### src/rtl/arith_unit_mc.sv
// arith_unit_mc -- multi-cycle unsigned arithmetic unit.
//
// Add, subtract and multiply finish in one cycle. A divide by zero also
// finishes in one cycle. A divide by a nonzero B runs a restoring divider
// that produces one quotient bit per cycle, so the result arrives
// DATA_WIDTH cycles after the request is accepted.
//
// Ports:
//   Clk         - clock; all state changes on its rising edge
//   RST         - asynchronous reset, active low
//   A, B        - unsigned operands, DATA_WIDTH bits each
//   ALU_FUN     - operation: 00 add, 01 subtract, 10 multiply, 11 divide
//   In_Valid    - request qualifier
//   In_Ready    - high when a request can be accepted (idle)
//   Arith_out   - sum, difference, low word of the product, or quotient
//   Arith_hi    - high word of the product, or remainder; zero for add/sub
//   Carry_out   - add carry, subtract borrow, or multiply overflow
//   Div_By_Zero - set with the result of a divide whose B was zero
//   Out_Valid   - one-cycle pulse marking a new result
//   Busy        - high while a division is iterating
module arith_unit_mc #(
  parameter int DATA_WIDTH = 16
) (
  input  logic                  Clk,
  input  logic                  RST,
  input  logic [DATA_WIDTH-1:0] A,
  input  logic [DATA_WIDTH-1:0] B,
  input  logic [1:0]            ALU_FUN,
  input  logic                  In_Valid,
  output logic                  In_Ready,
  output logic [DATA_WIDTH-1:0] Arith_out,
  output logic [DATA_WIDTH-1:0] Arith_hi,
  output logic                  Carry_out,
  output logic                  Div_By_Zero,
  output logic                  Out_Valid,
  output logic                  Busy
);

  localparam int W  = DATA_WIDTH;
  localparam int CW = $clog2(W + 1);

  typedef enum logic {S_IDLE, S_DIV} state_t;

  state_t          state, state_nxt;
  logic [CW-1:0]   cnt;
  logic [W-1:0]    quo, rem, dvsr;

  logic            accept, div_start, last_step;
  logic [W:0]      sum;
  logic [W-1:0]    sub;
  logic [2*W-1:0]  prod;
  logic [W:0]      trial;
  logic            qbit;
  logic [W-1:0]    rem_step, quo_step;

  assign accept    = In_Valid && In_Ready;
  assign div_start = accept && (ALU_FUN == 2'b11) && (B != '0);
  assign last_step = (state == S_DIV) && (cnt == CW'(1));

  // Single-cycle operations, computed from the live operands
  always_comb begin
    sum  = {1'b0, A} + {1'b0, B};
    sub  = A - B;
    prod = {{W{1'b0}}, A} * {{W{1'b0}}, B};
  end

  // Restoring divide step: shift the next dividend bit into the partial
  // remainder, subtract the divisor when it fits. The partial remainder
  // is always below the divisor, so the result fits back into W bits.
  always_comb begin
    trial    = {rem, quo[W-1]};
    qbit     = (trial >= {1'b0, dvsr});
    rem_step = qbit ? (trial[W-1:0] - dvsr) : trial[W-1:0];
    quo_step = {quo[W-2:0], qbit};
  end

  // State register and iteration counter
  always_ff @(posedge Clk or negedge RST) begin
    if (!RST) begin
      state <= S_IDLE;
      cnt   <= '0;
    end else begin
      state <= state_nxt;
      if (div_start)
        cnt <= CW'(W);
      else if (state == S_DIV)
        cnt <= cnt - CW'(1);
    end
  end

  // Next-state logic
  always_comb begin
    state_nxt = state;
    case (state)
      S_IDLE: if (div_start) state_nxt = S_DIV;
      S_DIV:  if (last_step) state_nxt = S_IDLE;
      default: state_nxt = S_IDLE;
    endcase
  end

  // Handshake and status outputs
  always_comb begin
    In_Ready = (state == S_IDLE);
    Busy     = (state == S_DIV);
  end

  // Divider working registers; they hold no meaning outside a division
  always_ff @(posedge Clk) begin
    if (div_start) begin
      quo  <= A;
      rem  <= '0;
      dvsr <= B;
    end else if (state == S_DIV) begin
      quo  <= quo_step;
      rem  <= rem_step;
    end
  end

  // Result registers; values hold until the next result
  always_ff @(posedge Clk or negedge RST) begin
    if (!RST) begin
      Arith_out   <= '0;
      Arith_hi    <= '0;
      Carry_out   <= 1'b0;
      Div_By_Zero <= 1'b0;
      Out_Valid   <= 1'b0;
    end else begin
      Out_Valid <= 1'b0;
      if (accept && !div_start) begin
        Out_Valid   <= 1'b1;
        Div_By_Zero <= 1'b0;
        case (ALU_FUN)
          2'b00: begin
            Arith_out <= sum[W-1:0];
            Arith_hi  <= '0;
            Carry_out <= sum[W];
          end
          2'b01: begin
            Arith_out <= sub;
            Arith_hi  <= '0;
            Carry_out <= (A < B);
          end
          2'b10: begin
            Arith_out <= prod[W-1:0];
            Arith_hi  <= prod[2*W-1:W];
            Carry_out <= (prod[2*W-1:W] != '0);
          end
          default: begin
            // divide by zero: quotient saturates, dividend passes through
            Arith_out   <= '1;
            Arith_hi    <= A;
            Carry_out   <= 1'b0;
            Div_By_Zero <= 1'b1;
          end
        endcase
      end else if (last_step) begin
        Out_Valid   <= 1'b1;
        Arith_out   <= quo_step;
        Arith_hi    <= rem_step;
        Carry_out   <= 1'b0;
        Div_By_Zero <= 1'b0;
      end
    end
  end

endmodule

### config.mk
export PLATFORM = sky130hd
export DESIGN_NAME = arith_unit_mc
export DESIGN_NICKNAME = d
export VERILOG_FILES = /design/src/rtl/arith_unit_mc.sv
export SDC_FILE = /design/constraint.sdc
export NUM_CORES = 1
export LEC_CHECK = 0
export ABC_CLOCK_PERIOD_IN_PS = 3120
export BUFFER_PORTS_ARGS = -buffer_cell sky130_fd_sc_hd__buf_2
export CORE_ASPECT_RATIO = 1.75
export CORE_MARGIN = 4
export CORE_UTILIZATION = 63
export DETAILED_ROUTE_END_ITERATION = 16
export PLACE_DENSITY = 0.82
export SYNTH_ARGS = -nofsm -noshare
export SYNTH_HDL_FRONTEND = slang
export SYNTH_SLANG_ARGS = --single-unit
### constraint.sdc
create_clock -name Clk -period 3.12 [get_ports Clk]
set_clock_uncertainty 0.2 [all_clocks]
set_input_delay 0.78 -clock Clk [delete_from_list [all_inputs] [get_ports Clk]]
set_output_delay 0.78 -clock Clk [all_outputs]
set_load 0.02 [all_outputs]
## Yosys cells after proc, flatten, opt, wreduce, memory -nomap -nowiden

Cells that the tools add are included.

| operators by class | value |
|---|---|
| multipliers | 1 |
| mux-type cells | 21 |
| bitwise logic cells | 1 |
| equality and inequality tests | 4 |
| $add $sub $neg | 4 |
| reductions and logical operators | 13 |
| magnitude comparators | 2 |

Operators by type and width:

| operator | number |
|---|---|
| $mux 16 | 7 |
| $pmux 16 s3 | 1 |
| $mul 16x16->32 | 1 |
| $pmux 16 s2 | 1 |
| $reduce_bool 16->1 | 2 |
| $sub 16x16->16 | 2 |
| $add 16x16->17 | 1 |
| $ge 17x16->1 | 1 |
| $lt 16x16->1 | 1 |
| $mux 5 | 2 |
| $mux 1 | 8 |
| $eq 5x1->1 const B | 1 |
| $logic_and 1x1->1 | 5 |
| $sub 5x1->5 const B | 1 |
| $eq 2x2->1 const B | 2 |
| $reduce_bool 2->1 | 2 |
| $pmux 1 s3 | 1 |
| $reduce_or 3->1 | 1 |
| $eq 2x1->1 const B | 1 |
| $logic_not 2->1 | 1 |
| $pmux 1 s2 | 1 |
| $reduce_or 2->1 | 1 |
| $logic_not 1->1 | 1 |
| $not 1->1 | 1 |

| storage, ports and cells | value |
|---|---|
| bits of input ports | 37 |
| word-level logic and storage cells | 56 |
| register bits after elaboration | 89 |
| output and inout port bits | 37 |

## Longest topological paths before layout

| logic depth | value |
|---|---|
| depth after elaboration | 7 |
| depth in mapped cells | 25 |
| mapped depth without buffers | 23 |

## Worst setup path after synthesis

OpenSTA, ideal clock, no wires.

| path | value |
|---|---|
| path type | input -> register |
| from | input port B[9] |
| to | register Carry_out |
| data required time | 2.779 ns |
| data arrival time | 6.661 ns |
| path buffers | 4 |
| setup time | 0.141 ns |
| setup slack | -3.883 ns |
| cell stages on the path | 23 |
| cells stage by stage | clkbuf_1 -> clkbuf_1 -> nand2_1 -> fa_1 -> fa_1 -> inv_1 -> fa_1 -> fa_1 -> fa_1 -> inv_1 -> fa_1 -> inv_1 -> ha_1 -> buf_4 -> and4_1 -> and4_4 -> or3b_1 -> buf_6 -> a31oi_1 -> xnor2_1 -> o2111ai_1 -> nor4_1 -> a22oi_1 |

| on the way | value |
|---|---|
| word-level cells in the longest chain between the ends | 5 |
| elaborated cells between the ends (all ways) | 11 |
| those cells by class | add/sub: 1; mul: 1; order compare: 1; mux: 2; reduce/logical: 6 |

RTL lines:

| what | RTL line | source |
|---|---|---|
| from (decl) | 27 | `input logic [DATA_WIDTH-1:0] B,` |
| branches (longest 5 deep; another with $mul 16x16->32) | - |  |
| to (signal assigned) | 136 | `Carry_out <= sum[W];` |
| to (signal assigned) | 141 | `Carry_out <= (A < B);` |
| to (signal assigned) | 146 | `Carry_out <= (prod[2*W-1:W] != '0);` |
| to (decl) | 33 | `output logic Carry_out,` |

Several ways; the timed one is not identified.
A chain may end at the register's enable or synchronous reset.

## Final worst setup path

| path | value |
|---|---|
| from | input port A[11] |
| to | register Carry_out |

| on the way | value |
|---|---|
| word-level cells in the longest chain between the ends | 4 |
| elaborated cells between the ends (all ways) | 6 |
| those cells by class | add/sub: 1; mul: 1; order compare: 1; mux: 2; reduce/logical: 1 |

RTL lines:

| what | RTL line | source |
|---|---|---|
| from (decl) | 26 | `input logic [DATA_WIDTH-1:0] A,` |
| $mul 16x16->32 | 64 | `prod = {{W{1'b0}}, A} * {{W{1'b0}}, B};` |
| $reduce_bool 16->1 | 146 |  |
| $pmux 1 s3 (*) | 132 | `case (ALU_FUN)` |
| $mux 1 (*) | 129 | `if (accept && !div_start) begin` |

Mark *: on every way between the ends. The rest lies on a longest branch, timed or not.

==> out/metrics.csv <==
stage;metric;value;unit
finish;drive_above_1_share;34.21;%
worst_setup_path;cp_cell_sequence;buf_6 > buf_4 > nand2_2 > fa_1 > fa_1 > fa_1 > fa_1 > fa_1 > fa_1 > inv_1 > ha_4 > a21oi_4 > o21ai_2 > a221o_1 > a21oi_4 > buf_6 > a31oi_4 > o211ai_2 > nand4_1 > nor4_1 > a22oi_1;
yosys;ys_warn_count;0;
routing;vias_per_cell;6.554;
sta;timing.setup.tns;-89.52;ns
global_route;grt_pass1_vias;17030;
routing;route.detailed.drc;0;
routing;via_count;15926;
floorplan;fp.dieArea;26530;µm²
routing;ant_nets;0;
yosys;synthArstFlopShare;46.07;%
flow_run;drv_cap;0;
worst_setup_path;cp-end-kind;flop;
clock_tree;clock_sinks;89;
clock_tree;clk_pin_slew_worst_paths;0.07;ns
placed_design;port_buffers;73;
yosys;postSynthNetCount;2140;
run_status;failed_checks;negative setup slack;
sta;slew_headroom;46.58;%
sta;worst_pin_slew;0.7978;ns
worst_setup_path;required;3.15;ns
floorplan;placementRows;74;
worst_setup_path;cp_common_cell;fa_1;
yosys;ys_seq_area_share;15.33;%
yosys;yosysMostFrequentCell;inv_1;
global_route;antenna_found_initial;1;
clock_tree;cts_max_level;3;
worst_setup_path;critPathArrivalTime;6.92;ns
routing;dr.pass1.iters;7;
finish;final_nets;2508;
worst_setup_path;max_stage_delay;0.91;ns
yosys;ys_types;92;
sta;period_share;221.0;%
worst_hold_path;hold_path.class;in2async;
sta;finalMaxSlewViolations;0;
placed_design;hpwl;42380;µm
global_route;grt_pass1_wl;90170;µm
routing;finalWirelength;64820;µm
placed_design;dpl-instance-area;18380;µm²
yosys;synth_edf_count;32;
clock_tree;cts_tree;built;
floorplan;core_area;23430;µm²
clock_tree;holdBufCountCts;0;
yosys;synth_top_cell_by_area;fa_1;
sta;hold_violations;0;
placed_design;finalWeightedCongestion;0.9716;
global_route;grt_usage;43.79;%
clock_tree;cts-buffers-inserted;9;
floorplan;die_w;124.9;µm
yosys;syn_avg_cell_area;8.593;µm²
floorplan;io_pins;74;
run_status;status;finished with violations;
floorplan;die_h;212.5;µm
yosys;syn_inst;1752;
worst_setup_path;crit_type;in2reg;
worst_setup_path;slowest_stage;fa_1;
sta;rsz0062_at_grt;true;
finish;fillers;1109;
clock_tree;worstSkewPairLatency;0.35;ns
sta;setup_viol;50;
worst_setup_path;crit_fanout;6;
yosys;synth_top_area_share;26.20;%
routing;drtIter0Drc;1796;
finish;fin_util;87.85;%
finish;design_area;20580;µm²
clock_tree;root_buffer;clkbuf_16;
yosys;synth-seq-cells;89;
floorplan;floorplan.initialDensity;64.27;%
yosys;synthesis.area;15050;µm²
global_route;global_route.overflow_total;0;
yosys;synthFlopType;dfrtp_1;
finish;syn2layout_area_growth;36.69;%
worst_setup_path;critPathLaunchType;primary input;
clock_tree;cts.path.max_buffers;2;
yosys;synth_area_leaders;fa_1 (26%), ha_1 (13%), inv_1 (7.3%);
routing;drt-wirelength-per-cell;26.68;µm
sta;post-route-min-period;6.895;ns
global_route;grt_max_degree;39;
sta;timing.fmax;145.0;MHz
sta;finalWorstSetupSlack;-3.775;ns
yosys;synth_commonest_cells;inv_1 (294), nand2_1 (244), fa_1 (197);
==> critical path, delay by kind of cell <==
kind                     cells  cell delay [ns]
AO/OA/AOI/OAI                7             1.37
adder cells (fa/ha/maj)      7             3.74
buffers and inverters        4             0.48
AND/OR/NAND/NOR              3             0.53
==> cells by family after synthesis <==
family / count (synthesis) / synth area share, %
DFF: 89 / 15.33
xor gates and xnor gates: 46 / 2.676
adders and majority gates: 351 / 39.00
AOI/OAI and AO/OA: 319 / 14.54
muxes: 12 / 0.8145
and+or+nand+nor: 562 / 17.98
buffers and inverters: 373 / 9.674
==> worst paths after layout <==
| kind | depth (start not counted) | from | slack [ns] | end |
|---|---|---|---|---|
| max in group asynchronous | 2 | RST | 1.92 | Arith_hi[7]$_DFFE_PN0P_ |
| max | 21 | A[11] | -3.78 | Carry_out$_DFFE_PN0P_ |
| min | 1 | RST | 0.19 | cnt[0]$_DFFE_PN0P_ |
| min in group Clk | 2 | rem[15]$_SDFFE_PP0P_ | 0.31 | rem[15]$_SDFFE_PP0P_ |
| max reg2reg | 13 | quo[15]$_DFFE_PP_ | -0.08 | Arith_hi[8]$_DFFE_PN0P_ |
| min reg2reg | 2 | rem[15]$_SDFFE_PP0P_ | 0.31 | rem[15]$_SDFFE_PP0P_ |
==> sequential cells by signal, indices dropped and copies added (netlist names) <==
name / count
Out_Valid: 1
quo: 16
cnt: 5
dvsr: 16
Carry_out: 1
Div_By_Zero: 1
Busy: 1
Arith_hi: 16
Arith_out: 16
rem: 16
==> placed cells by master (no fill, tap or decap), types with 14 or more instances in the layout <==
| master | count |
|---|---|
| buf_4 | 298 |
| inv_1 | 256 |
| nand2_1 | 227 |
| fa_1 | 178 |
| ha_1 | 119 |
| and2_1 | 77 |
| nor2_1 | 68 |
| buf_6 | 57 |
| a21oi_1 | 51 |
| o21ai_0 | 50 |
| buf_2 | 46 |
| dfrtp_1 | 41 |
| inv_2 | 37 |
| nand3_1 | 33 |
| edfxtp_1 | 32 |
| ha_4 | 31 |
| and2_4 | 29 |
| buf_12 | 23 |
| xnor2_1 | 19 |
| fa_2 | 19 |
| nor3_1 | 16 |
| dfxtp_1 | 16 |
| nor2b_1 | 15 |
| nand2_2 | 15 |
| a21o_1 | 15 |
| o21a_1 | 14 |
==> repair_timing <==
action                     CTS  global route
setup endpoints to repair   32            52
resized for setup          245           115
hold endpoints to repair     0             0
pin swaps                  115            63
setup buffers               31            21
==> through the flow <==
stage	worst slack (ns)	std cells	hold slack [ns]
final	-3.775	2430	0.1933
after global routing	-3.969	2429	0.2176
after CTS	-3.180	2413	0.1954
after detailed placement	-3.851	2370	0.2623
after global placement	-3.723	2370	0.2602
after floorplan	-3.393	1752	0.2264
==> layout make-up <==
cell class,instances,area [µm²],share of cell area [%]
Multi-Input combinational cell,1290,12760,62.03
Timing Repair Buffer,434,3720,18.08
Sequential cell,89,2307,11.21
Inverter,296,1116,5.423
Tap cell,304,380.4,1.848
Clock buffer,9,225.2,1.094
Clock inverter,7,62.56,0.3040
Antenna cell,1,2.502,0.01216
==> layer usage <==
layer	GRT usage, %	share of wire, %	vias up
met2	78.21	47	1287
met5	0	0	-
li1	-	-	6483
met4	35.44	12	0
met3	8.120	11	581
met1	44.43	30	7575
Power is not shown: default switching activity piles up to over one toggle a cycle in this logic, so the estimate is an artifact.
